`config.mk`:
```
export PLATFORM = sky130hd
export DESIGN_NAME = display_scan_mux
export DESIGN_NICKNAME = d
export VERILOG_FILES = /design/src/rtl/display_scan_mux_pkg.sv /design/src/rtl/bin2bcd_seq.sv /design/src/rtl/display_scan_mux.sv
export SDC_FILE = /design/constraint.sdc
export NUM_CORES = 1
export LEC_CHECK = 0
export BUFFER_PORTS_ARGS = -buffer_cell sky130_fd_sc_hd__buf_2
export CAP_MARGIN = 10
export CORE_AREA = 2 2 118 108
export CTS_BUF_LIST = sky130_fd_sc_hd__clkbuf_16
export DETAILED_ROUTE_END_ITERATION = 12
export DIE_AREA = 0 0 120 110
export GPL_ROUTABILITY_DRIVEN = 1
export PLACE_DENSITY_LB_ADDON = 0.05
export SKIP_CTS_REPAIR_TIMING = 1
export SLEW_MARGIN = 25
export SYNTH_ARGS = -nofsm -noshare
export SYNTH_HDL_FRONTEND = slang
export SYNTH_HIERARCHICAL = 1
export SYNTH_SLANG_ARGS = --single-unit
```
`constraint.sdc`:
```
create_clock -name clk -period 4.4 [get_ports clk]
set_input_delay 0.88 -clock clk [delete_from_list [all_inputs] [get_ports clk]]
set_output_delay 0.88 -clock clk [all_outputs]
set_load 0.01 [all_outputs]
```
`src/rtl/display_scan_mux_pkg.sv`:
```
`default_nettype none
// ---------------------------------------------------------------------------
// | Module  : display_scan_mux_pkg                                          |
// | Brief   : Shared constants, conversion state enum and BCD helpers for   |
// |           the multiplexed 4-digit display driver.                       |
// | Rev     : 1.0 - initial release                                         |
// ---------------------------------------------------------------------------
package display_scan_mux_pkg;

  localparam int DIGITS  = 4;
  localparam int MAX_VAL = 9999;
  localparam int BCD_W   = 4 * DIGITS;

  typedef enum logic [1:0] {
    ST_IDLE   = 2'd0,
    ST_SHIFT  = 2'd1,
    ST_COMMIT = 2'd2
  } conv_state_e;

  // Double-dabble correction: every BCD nibble >= 5 gets +3 before the shift.
  function automatic logic [BCD_W-1:0] dabble_adjust(input logic [BCD_W-1:0] bcd);
    logic [BCD_W-1:0] res;
    res = bcd;
    for (int d = 0; d < DIGITS; d++) begin
      if (bcd[d*4 +: 4] >= 4'd5) begin
        res[d*4 +: 4] = bcd[d*4 +: 4] + 4'd3;
      end
    end
    return res;
  endfunction

  // True when the digit at position idx and every digit above it are zero.
  function automatic logic upper_digits_zero(input logic [BCD_W-1:0] bcd,
                                             input logic [1:0]       idx);
    logic [BCD_W-1:0] upper;
    upper = bcd >> {idx, 2'b00};
    return (upper == '0);
  endfunction

endpackage
`default_nettype wire

```
`src/rtl/bin2bcd_seq.sv`:
```
`default_nettype none
// ---------------------------------------------------------------------------
// | Module  : bin2bcd_seq                                                   |
// | Brief   : Sequential double-dabble converter, one bit per clock.        |
// |           IDLE -> SHIFT (BIN_W cycles) -> COMMIT (1 cycle) -> IDLE.     |
// | Rev     : 1.0 - initial release                                         |
// ---------------------------------------------------------------------------
module bin2bcd_seq
  import display_scan_mux_pkg::*;
#(
  parameter int BIN_W = 14
) (
  input  logic             clk,
  input  logic             rst_n,
  input  logic             start,
  input  logic [BIN_W-1:0] bin,
  output logic             busy,
  output logic             done,
  output logic [BCD_W-1:0] bcd
);

  localparam int CNT_W = $clog2(BIN_W + 1);

  conv_state_e      state_q, state_d;
  logic [BIN_W-1:0] bin_q, bin_d;
  logic [BCD_W-1:0] bcd_q, bcd_d;
  logic [CNT_W-1:0] cnt_q, cnt_d;
  logic             busy_q, busy_d;
  logic             done_q, done_d;
  logic [BCD_W-1:0] adj;

  // Next-state logic: capture on start, shift BIN_W times, then flag done.
  always_comb begin
    state_d = state_q;
    bin_d   = bin_q;
    bcd_d   = bcd_q;
    cnt_d   = cnt_q;
    busy_d  = busy_q;
    done_d  = done_q;
    adj     = dabble_adjust(bcd_q);
    unique case (state_q)
      ST_IDLE: begin
        if (start) begin
          state_d = ST_SHIFT;
          bin_d   = bin;
          bcd_d   = '0;
          cnt_d   = '0;
          busy_d  = 1'b1;
        end
      end
      ST_SHIFT: begin
        {bcd_d, bin_d} = {adj, bin_q} << 1;
        cnt_d          = cnt_q + CNT_W'(1);
        if (cnt_q == CNT_W'(BIN_W - 1)) begin
          state_d = ST_COMMIT;
          done_d  = 1'b1;
        end
      end
      ST_COMMIT: begin
        state_d = ST_IDLE;
        busy_d  = 1'b0;
        done_d  = 1'b0;
      end
      default: begin
        state_d = ST_IDLE;
        busy_d  = 1'b0;
        done_d  = 1'b0;
      end
    endcase
  end

  // State and datapath registers; reset aborts any conversion in flight.
  always_ff @(posedge clk or negedge rst_n) begin
    if (!rst_n) begin
      state_q <= ST_IDLE;
      bin_q   <= '0;
      bcd_q   <= '0;
      cnt_q   <= '0;
      busy_q  <= 1'b0;
      done_q  <= 1'b0;
    end else begin
      state_q <= state_d;
      bin_q   <= bin_d;
      bcd_q   <= bcd_d;
      cnt_q   <= cnt_d;
      busy_q  <= busy_d;
      done_q  <= done_d;
    end
  end

  assign busy = busy_q;
  assign done = done_q;
  assign bcd  = bcd_q;

endmodule
`default_nettype wire

```
`src/rtl/display_scan_mux.sv`:
```
`default_nettype none
// ---------------------------------------------------------------------------
// | Module  : display_scan_mux                                              |
// | Brief   : Converts a saturated binary value to 4 BCD digits and scans   |
// |           them onto a multiplexed 7-segment display with leading-zero   |
// |           blanking.                                                     |
// | Rev     : 1.0 - initial release                                         |
// ---------------------------------------------------------------------------
module display_scan_mux
  import display_scan_mux_pkg::*;
#(
  parameter int REFRESH_DIV = 100000,
  parameter int BIN_W       = 14
) (
  input  logic             clk,
  input  logic             rst_n,
  input  logic [BIN_W-1:0] bin_in,
  input  logic             load,
  output logic             busy,
  output logic             ovf,
  output logic [3:0]       nibble,
  output logic [3:0]       an
);

  localparam int RCNT_W = (REFRESH_DIV > 1) ? $clog2(REFRESH_DIV) : 1;
  // Comparison width wide enough to hold both bin_in and MAX_VAL.
  localparam int CMP_W  = (BIN_W > 14) ? BIN_W : 14;

  logic [CMP_W-1:0]  bin_ext;
  logic              over;
  logic [BIN_W-1:0]  bin_sat;
  logic              start;
  logic              conv_busy;
  logic              conv_done;
  logic [BCD_W-1:0]  conv_bcd;

  logic [BCD_W-1:0]  display_q, display_d;
  logic              ovf_q, ovf_d;
  logic [RCNT_W-1:0] rcnt_q, rcnt_d;
  logic [1:0]        idx_q, idx_d;
  logic [3:0]        an_q, an_d;
  logic [3:0]        nibble_q, nibble_d;

  // Saturate to the largest 4-digit value; loads are dropped while converting.
  assign bin_ext = CMP_W'(bin_in);
  assign over    = (bin_ext > CMP_W'(MAX_VAL));
  assign bin_sat = over ? BIN_W'(MAX_VAL) : bin_in;
  assign start   = load & ~conv_busy;

  bin2bcd_seq #(
    .BIN_W (BIN_W)
  ) u_bin2bcd (
    .clk   (clk),
    .rst_n (rst_n),
    .start (start),
    .bin   (bin_sat),
    .busy  (conv_busy),
    .done  (conv_done),
    .bcd   (conv_bcd)
  );

  // Display update, free-running scan and output decode from next-state values
  // so an/nibble always match the index and display held in the registers.
  always_comb begin
    display_d = conv_done ? conv_bcd : display_q;
    ovf_d     = start ? over : ovf_q;
    if (rcnt_q == RCNT_W'(REFRESH_DIV - 1)) begin
      rcnt_d = '0;
      idx_d  = idx_q + 2'd1;
    end else begin
      rcnt_d = rcnt_q + RCNT_W'(1);
      idx_d  = idx_q;
    end
    nibble_d = display_d[{idx_d, 2'b00} +: 4];
    an_d     = ~(4'b0001 << idx_d);
    if ((idx_d != 2'd0) && upper_digits_zero(display_d, idx_d)) begin
      an_d = 4'b1111;
    end
  end

  // Scan and output registers.
  always_ff @(posedge clk or negedge rst_n) begin
    if (!rst_n) begin
      display_q <= '0;
      ovf_q     <= 1'b0;
      rcnt_q    <= '0;
      idx_q     <= 2'd0;
      an_q      <= 4'b1110;
      nibble_q  <= 4'h0;
    end else begin
      display_q <= display_d;
      ovf_q     <= ovf_d;
      rcnt_q    <= rcnt_d;
      idx_q     <= idx_d;
      an_q      <= an_d;
      nibble_q  <= nibble_d;
    end
  end

  assign busy   = conv_busy;
  assign ovf    = ovf_q;
  assign an     = an_q;
  assign nibble = nibble_q;

endmodule
`default_nettype wire
```
==> flow_summary.json, run 1 <==
{
  "instances_no_fill": 642,
  "setup_viol": 0,
  "drive_gt1_share_pct": 18.7,
  "clock_skew_ps": 10.3,
  "synth_nets": 489,
  "min_period_ps": 3280,
  "syn_area_per_cell_um2": 10.2,
  "grt_remaining_overflow": 0,
  "drc": 0,
  "p_leak_nw": 2.31,
  "critPathTopFamily": "simple AND/OR/NAND/NOR gates",
  "clock_latency_ps": 350,
  "fillers": 1172,
  "drt_iter0_drc": 180,
  "intPower_w": 0.00200,
  "p_per_area_mw_per_mm2": 626,
  "tns_ps": 0,
  "clockRootBuffer": "clkbuf_16",
  "slew_headroom_pct": 36.1,
  "synth_compound_area_share_pct": 18.9,
  "num_rows": 38,
  "io_buffers": 26,
  "cts_tree": "done",
  "track_usage_pct": 17.4,
  "crit_arrival_ps": 3520,
  "worstHoldEndpoint": "rcnt_q[0]",
  "crit_top_cell": "and4_1",
  "syn_area_mm2": 0.00468,
  "htree_levels": 3,
  "dp.cells": 627,
  "synthMuxAreaShare_pct": 6.55,
  "p_sw_w": 0.00122,
  "rsz0062_at_grt": "no",
  "clk_pin_slew_ps": 60,
  "r2r_end": "an[1]",
  "clock_path_buffers": 2,
  "vias_per_cell": 5.39,
  "die_area_mm2": 0.0132,
  "start_kind": "flop",
  "netlist_instances": 461,
  "maxSlewViolCount": 0,
  "post-dp-hpwl_um": 7140,
  "dr.pass1.iters": 5,
  "p_seq_share_pct": 38.3,
  "grt_pass1_vias": 3426,
  "power_w": 0.00323,
  "synth_simple_gate_area_share_pct": 18.0,
  "synth-adder-area-share_pct": 2.94,
  "slowest_stage": "and4_1",
  "num_antenna_cells": 0,
  "worst-path-buf-inv": 1,
  "yosysSeqAreaShare_pct": 43.9,
  "antenna_found_initial": 0,
  "irDropWorstVdd_mv": 0.222,
  "synth_edf_count": 0,
  "swShare_pct": 37.9,
  "area_growth_pct": 10.2,
  "wl_per_cell_um": 16.2,
  "startpoint": "rcnt_q[0]",
  "final_common_cell": "dfrtp_1",
  "synthXorXnorAreaFrac_pct": 3.56,
  "fp.dieH_um": 110,
  "pin_count": 27,
  "synthArstFlopShare_pct": 100,
  "fin_nets": 506,
  "coreArea_mm2": 0.0119,
  "synth_top_family_by_area": "compound AO/OA/AOI/OAI gates",
  "gp_congestion": 0.877,
  "synthDistinctLibCells": 64,
  "min_from": "rcnt_q[0]",
  "worst_pin_slew_ps": 959,
  "die_w_um": 120,
  "maxCapViolations": 0,
  "crit_path_max_incr_delay_ps": 870,
  "required_ps": 4640,
  "wl_um": 10400,
  "layout_common_cells": "dfrtp_1, nand2_1, nor2_1",
  "endpoint_kind": "flop",
  "fmax_mhz": 305,
  "path_max_fanout": 23,
  "postRouteAntennaNets": 0,
  "worstHoldPathCells": 1,
  "pwr-share-clk_pct": 24.4,
  "timing_hold_violations_final": 0,
  "fin_crit_sh_pct": 74.5,
  "yosys_warnings": 6,
  "grt_max_degree": 51,
  "worstSetupPathType": "flop to flop",
  "ys_ff_latch": 82,
  "crit_chain": "ha_1, and4_1, and4_1, xnor2_1, inv_1, a22oi_1, nor4_1, a32oi_1, a311oi_1",
  "worstReg2RegStart": "rcnt_q[0]",
  "clock_sinks": 82,
  "reg2reg_slack_ps": 1120,
  "r2r_cells": 9,
  "ys.flop_type": "dfrtp_1",
  "status": "completed",
  "grt_pass1_wl_um": 17900,
  "pwr-share-comb_pct": 37.3,
  "via_count": 3461,
  "start_util_pct": 39.2,
  "cts_buffers": 9,
  "hp-class": "flop to flop"
}
==> synth_stat cells (2+ instances only) <==
| master | number | area [um^2] |
|---|---|---|
| o21ai_1 | 11 | 55.1 |
| nor2_1 | 32 | 120 |
| and2b_4 | 2 | 20.0 |
| nand2b_1 | 9 | 56.3 |
| and2b_2 | 14 | 123 |
| xor2_1 | 8 | 70.1 |
| buf_6 | 9 | 101 |
| ha_1 | 11 | 138 |
| o22ai_1 | 2 | 12.5 |
| nor4_1 | 4 | 25.0 |
| o21ai_0 | 16 | 80.1 |
| and3_1 | 3 | 18.8 |
| xnor2_1 | 11 | 96.3 |
| and4_1 | 2 | 17.5 |
| nand2_1 | 37 | 139 |
| dfrtp_1 | 79 | 1980 |
| and2_1 | 6 | 37.5 |
| a211oi_1 | 3 | 22.5 |
| buf_4 | 3 | 22.5 |
| nor2b_1 | 8 | 50.1 |
| o211ai_1 | 2 | 15.0 |
| o21a_1 | 5 | 37.5 |
| mux2_2 | 13 | 146 |
| o2111ai_1 | 8 | 70.1 |
| mux2i_1 | 16 | 160 |
| a21oi_1 | 22 | 110 |
| nand3_1 | 12 | 60.1 |
| dfstp_2 | 3 | 78.8 |
| a22oi_1 | 14 | 105 |
| a311oi_1 | 2 | 17.5 |
| a32o_1 | 4 | 40.0 |
| a2111oi_2 | 2 | 30.0 |
| buf_2 | 5 | 25.0 |
| inv_1 | 28 | 105 |
| clkbuf_1 | 5 | 18.8 |
| o32ai_1 | 4 | 35.0 |
| o221ai_2 | 4 | 60.1 |
| a211o_1 | 2 | 17.5 |
| nor3_1 | 8 | 40.0 |
| o311ai_1 | 4 | 35.0 |
| o31ai_1 | 5 | 37.5 |
==> flip-flops by register name (all words and copies together) (netlist names) <==
name and cells:
rcnt_q 17, display_q 16, u_bin2bcd/bcd 16, u_bin2bcd/bin_q 14, an 4, nibble 4
u_bin2bcd/cnt_q 4, idx_q 2, u_bin2bcd/state_q 2, ovf 1, u_bin2bcd/busy 1, u_bin2bcd/done 1
==> layer usage <==
| layer | GRT usage (%) | vias to the layer above | share of wire, % |
|---|---|---|---|
| met3 | 4.06 | 12 | 3.8 |
| met5 | 0 | - | 0 |
| met2 | 26.1 | 56 | 44 |
| li1 | - | 1690 | - |
| met4 | 6.55 | 0 | 1.8 |
| met1 | 24.4 | 1703 | 50 |
==> cells by family after synthesis <==
logic type	after synthesis
AOI/OAI and AO/OA	120
xor gates and xnor gates	19
adders and majority gates	11
buffers and inverters	51
DFF	82
muxes	29
and+or+nand+nor	149
==> area by class of cell <==
cell class / instances / area [um^2] / share of cell area, %
multi-input cells: 328 / 2340 / 45.3
flip-flops and latches: 82 / 2060 / 39.9
clock buffers: 9 / 225 / 4.37
well taps: 160 / 200 / 3.88
repair buffers: 29 / 155 / 3.01
inverters: 28 / 105 / 2.04
clock inverters: 6 / 76.3 / 1.48
==> power by group through the flow <==
| stage | clock network, W | registers (W) | logic (W) |
|---|---|---|---|
| after floorplan | 0 | 0.00113 | 0.00105 |
| after global placement | 0 | 0.00125 | 0.00120 |
| after detailed placement | 0 | 0.00125 | 0.00121 |
| after global routing | 0.000842 | 0.00128 | 0.00136 |
| after CTS | 0.000815 | 0.00124 | 0.00121 |
| final | 0.000789 | 0.00124 | 0.00120 |
==> how the worst max path moves through the flow <==
stage                     cells after the start     to  slack (ps)
final                                         9  an[1]        1120
after global routing                          9  an[1]         840
after CTS                                     8  an[1]        1140
after detailed placement                      8  an[1]        1160
after global placement                        8  an[1]        1270
after floorplan                               9  an[1]        1990
==> worst reg2reg max path, delay by kind of cell (launching register included) <==
| family | cells | cell delay (ps) |
|---|---|---|
| flops | 1 | 380 |
| buf+inv | 1 | 200 |
| xor+xnor | 1 | 300 |
| fa+ha+maj | 1 | 210 |
| compound gates | 3 | 560 |
| simple gates | 3 | 1520 |
==> stage by stage <==
| stage | area (um^2) | util, % | hold WS, ps | setup WS [ps] |
|---|---|---|---|---|
| 3_5_place_dp | 4850 | 40.7 | 479 | 1160 |
| 6_report | 5150 | 43.2 | 488 | 1120 |
| 2_1_floorplan | 4680 | - | 448 | 1990 |
| 3_3_place_gp | 4850 | 40.7 | 468 | 1270 |
| 5_1_grt | 5150 | 43.2 | 509 | 843 |
| 4_1_cts | 5150 | 43.2 | 490 | 1140 |
(Power assumes the default switching activity.)
==> inputs of run 2 (changes only) <==
==> constraint.sdc (replaced) <==
create_clock -name clk -period 2.8 [get_ports clk]
set_input_delay 0.56 -clock clk [delete_from_list [all_inputs] [get_ports clk]]
set_output_delay 0.56 -clock clk [all_outputs]
set_load 0.01 [all_outputs]
==> flow_summary.json, run 2 (synthesis gave the netlist of run 1 again) <==
{
  "coreArea_mm2": 0.0119,
  "largest_reg_flops": 17,
  "p_per_area_mw_per_mm2": 974,
  "endpoint_kind": "flop",
  "final_util_pct": 44.3,
  "register_area_mm2": 0.00206,
  "postRouteAntennaNets": 0,
  "status": "completed",
  "clock_latency_ps": 340,
  "dr.pass1.iters": 4,
  "min_period_ps": 2600,
  "final_common_cell": "dfrtp_1",
  "start_util_pct": 39.2,
  "crit_arrival_ps": 2840,
  "vias_per_cell": 5.31,
  "post-dp-hpwl_um": 7350,
  "htree_levels": 3,
  "pin_count": 27,
  "clock_sinks": 82,
  "wl_um": 10500,
  "worstSetupPathType": "flop to flop",
  "grt_remaining_overflow": 0,
  "fp.dieH_um": 110,
  "fmax_mhz": 384,
  "rsz0062_at_grt": "no",
  "clockRootBuffer": "clkbuf_16",
  "path_max_fanout": 6,
  "irDropWorstVdd_mv": 0.452,
  "slew_headroom_pct": 47.8,
  "cts_buffers": 9,
  "gp_congestion": 0.926,
  "layout_common_cells": "dfrtp_1, nand2_1, nor2_1",
  "antenna_found_initial": 0,
  "tns_ps": 0,
  "via_count": 3480,
  "num_rows": 38,
  "required_ps": 3040,
  "num_antenna_cells": 0,
  "power_w": 0.00516,
  "maxCapViolations": 0,
  "drt_iter0_drc": 170,
  "timing_hold_violations_final": 0,
  "worst_pin_slew_ps": 783,
  "cts_tree": "done",
  "top_register": "rcnt_q",
  "fin_nets": 518,
  "clock_skew_ps": 6.11,
  "track_usage_pct": 17.2,
  "hp-class": "input port to async pin",
  "area_growth_pct": 13.1,
  "fillers": 1138,
  "drive_gt1_share_pct": 21.0,
  "p_leak_nw": 2.38,
  "fin_crit_sh_pct": 93.0,
  "multi_input_area_mm2": 0.00234,
  "io_buffers": 26,
  "wl_per_cell_um": 16.0,
  "grt_pass1_wl_um": 17800,
  "grt_pass1_vias": 3435,
  "setup_viol": 0,
  "start_kind": "flop",
  "clock_path_buffers": 2,
  "die_w_um": 120,
  "die_area_mm2": 0.0132,
  "maxSlewViolCount": 0,
  "drc": 0,
  "grt_max_degree": 51,
  "clk_pin_slew_ps": 60
}
## run 2: worst paths after layout
| check | slack, ps | startpoint | cells after the start | to |
|---|---|---|---|---|
| min in group clk | 480 | rcnt_q[0] | 1 | rcnt_q[0] |
| worst max-delay path | 200 | rcnt_q[8] | 7 | an[1] |
| max in group asynchronous | 1990 | rst_n | 2 | u_bin2bcd/bcd[5] |
| worst max register to register | 200 | rcnt_q[8] | 7 | an[1] |
| worst min-delay path | 170 | rst_n | 1 | rcnt_q[14] |
| worst min register to register | 480 | rcnt_q[0] | 1 | rcnt_q[0] |
## run 2: worst max-delay path, stage by stage (launching register included)
cell and delay [ps]:
dfrtp_1 430, nor4b_4 370, and4_2 380, mux2_2 350, o2111a_1 150, a2111oi_2 390
a32oi_1 160, a311oi_1 280
## run 2: report_power, final
part           internal (W)  switching [W]  total [W]
sequential          0.00154       0.000341    0.00188
combinational      0.000907        0.00113    0.00204
clock              0.000771       0.000471    0.00124
## run 2: cell type report
type | count | share of cell area, %
Multi-Input combinational cell | 328 | 44.2
Inverter | 28 | 1.99
Clock buffer | 9 | 4.26
Clock inverter | 7 | 1.61
Sequential cell | 82 | 38.9
Timing Repair Buffer | 41 | 5.34
Tap cell | 160 | 3.78
## run 2: through the flow
stage / setup WS [ps] / hold WS, ps / cell area (um^2) / cells
after CTS: 123 / 177 / 5290 / 655
after floorplan: 389 / 264 / 4680 / 461
after global routing: 39.2 / 193 / 5290 / 655
after detailed placement: 157 / 474 / 4980 / 639
final: 196 / 167 / 5290 / 655
after global placement: 170 / 468 / 4980 / 639
## run 2: layer usage
metal  routed length [um]  up-vias  track usage [%]
li1                     -     1710                -
met1                 5310     1703             24.3
met2                 4650       57             26.9
met3                  363       10             3.40
met4                  138        0             5.04
met5                    0        -                0
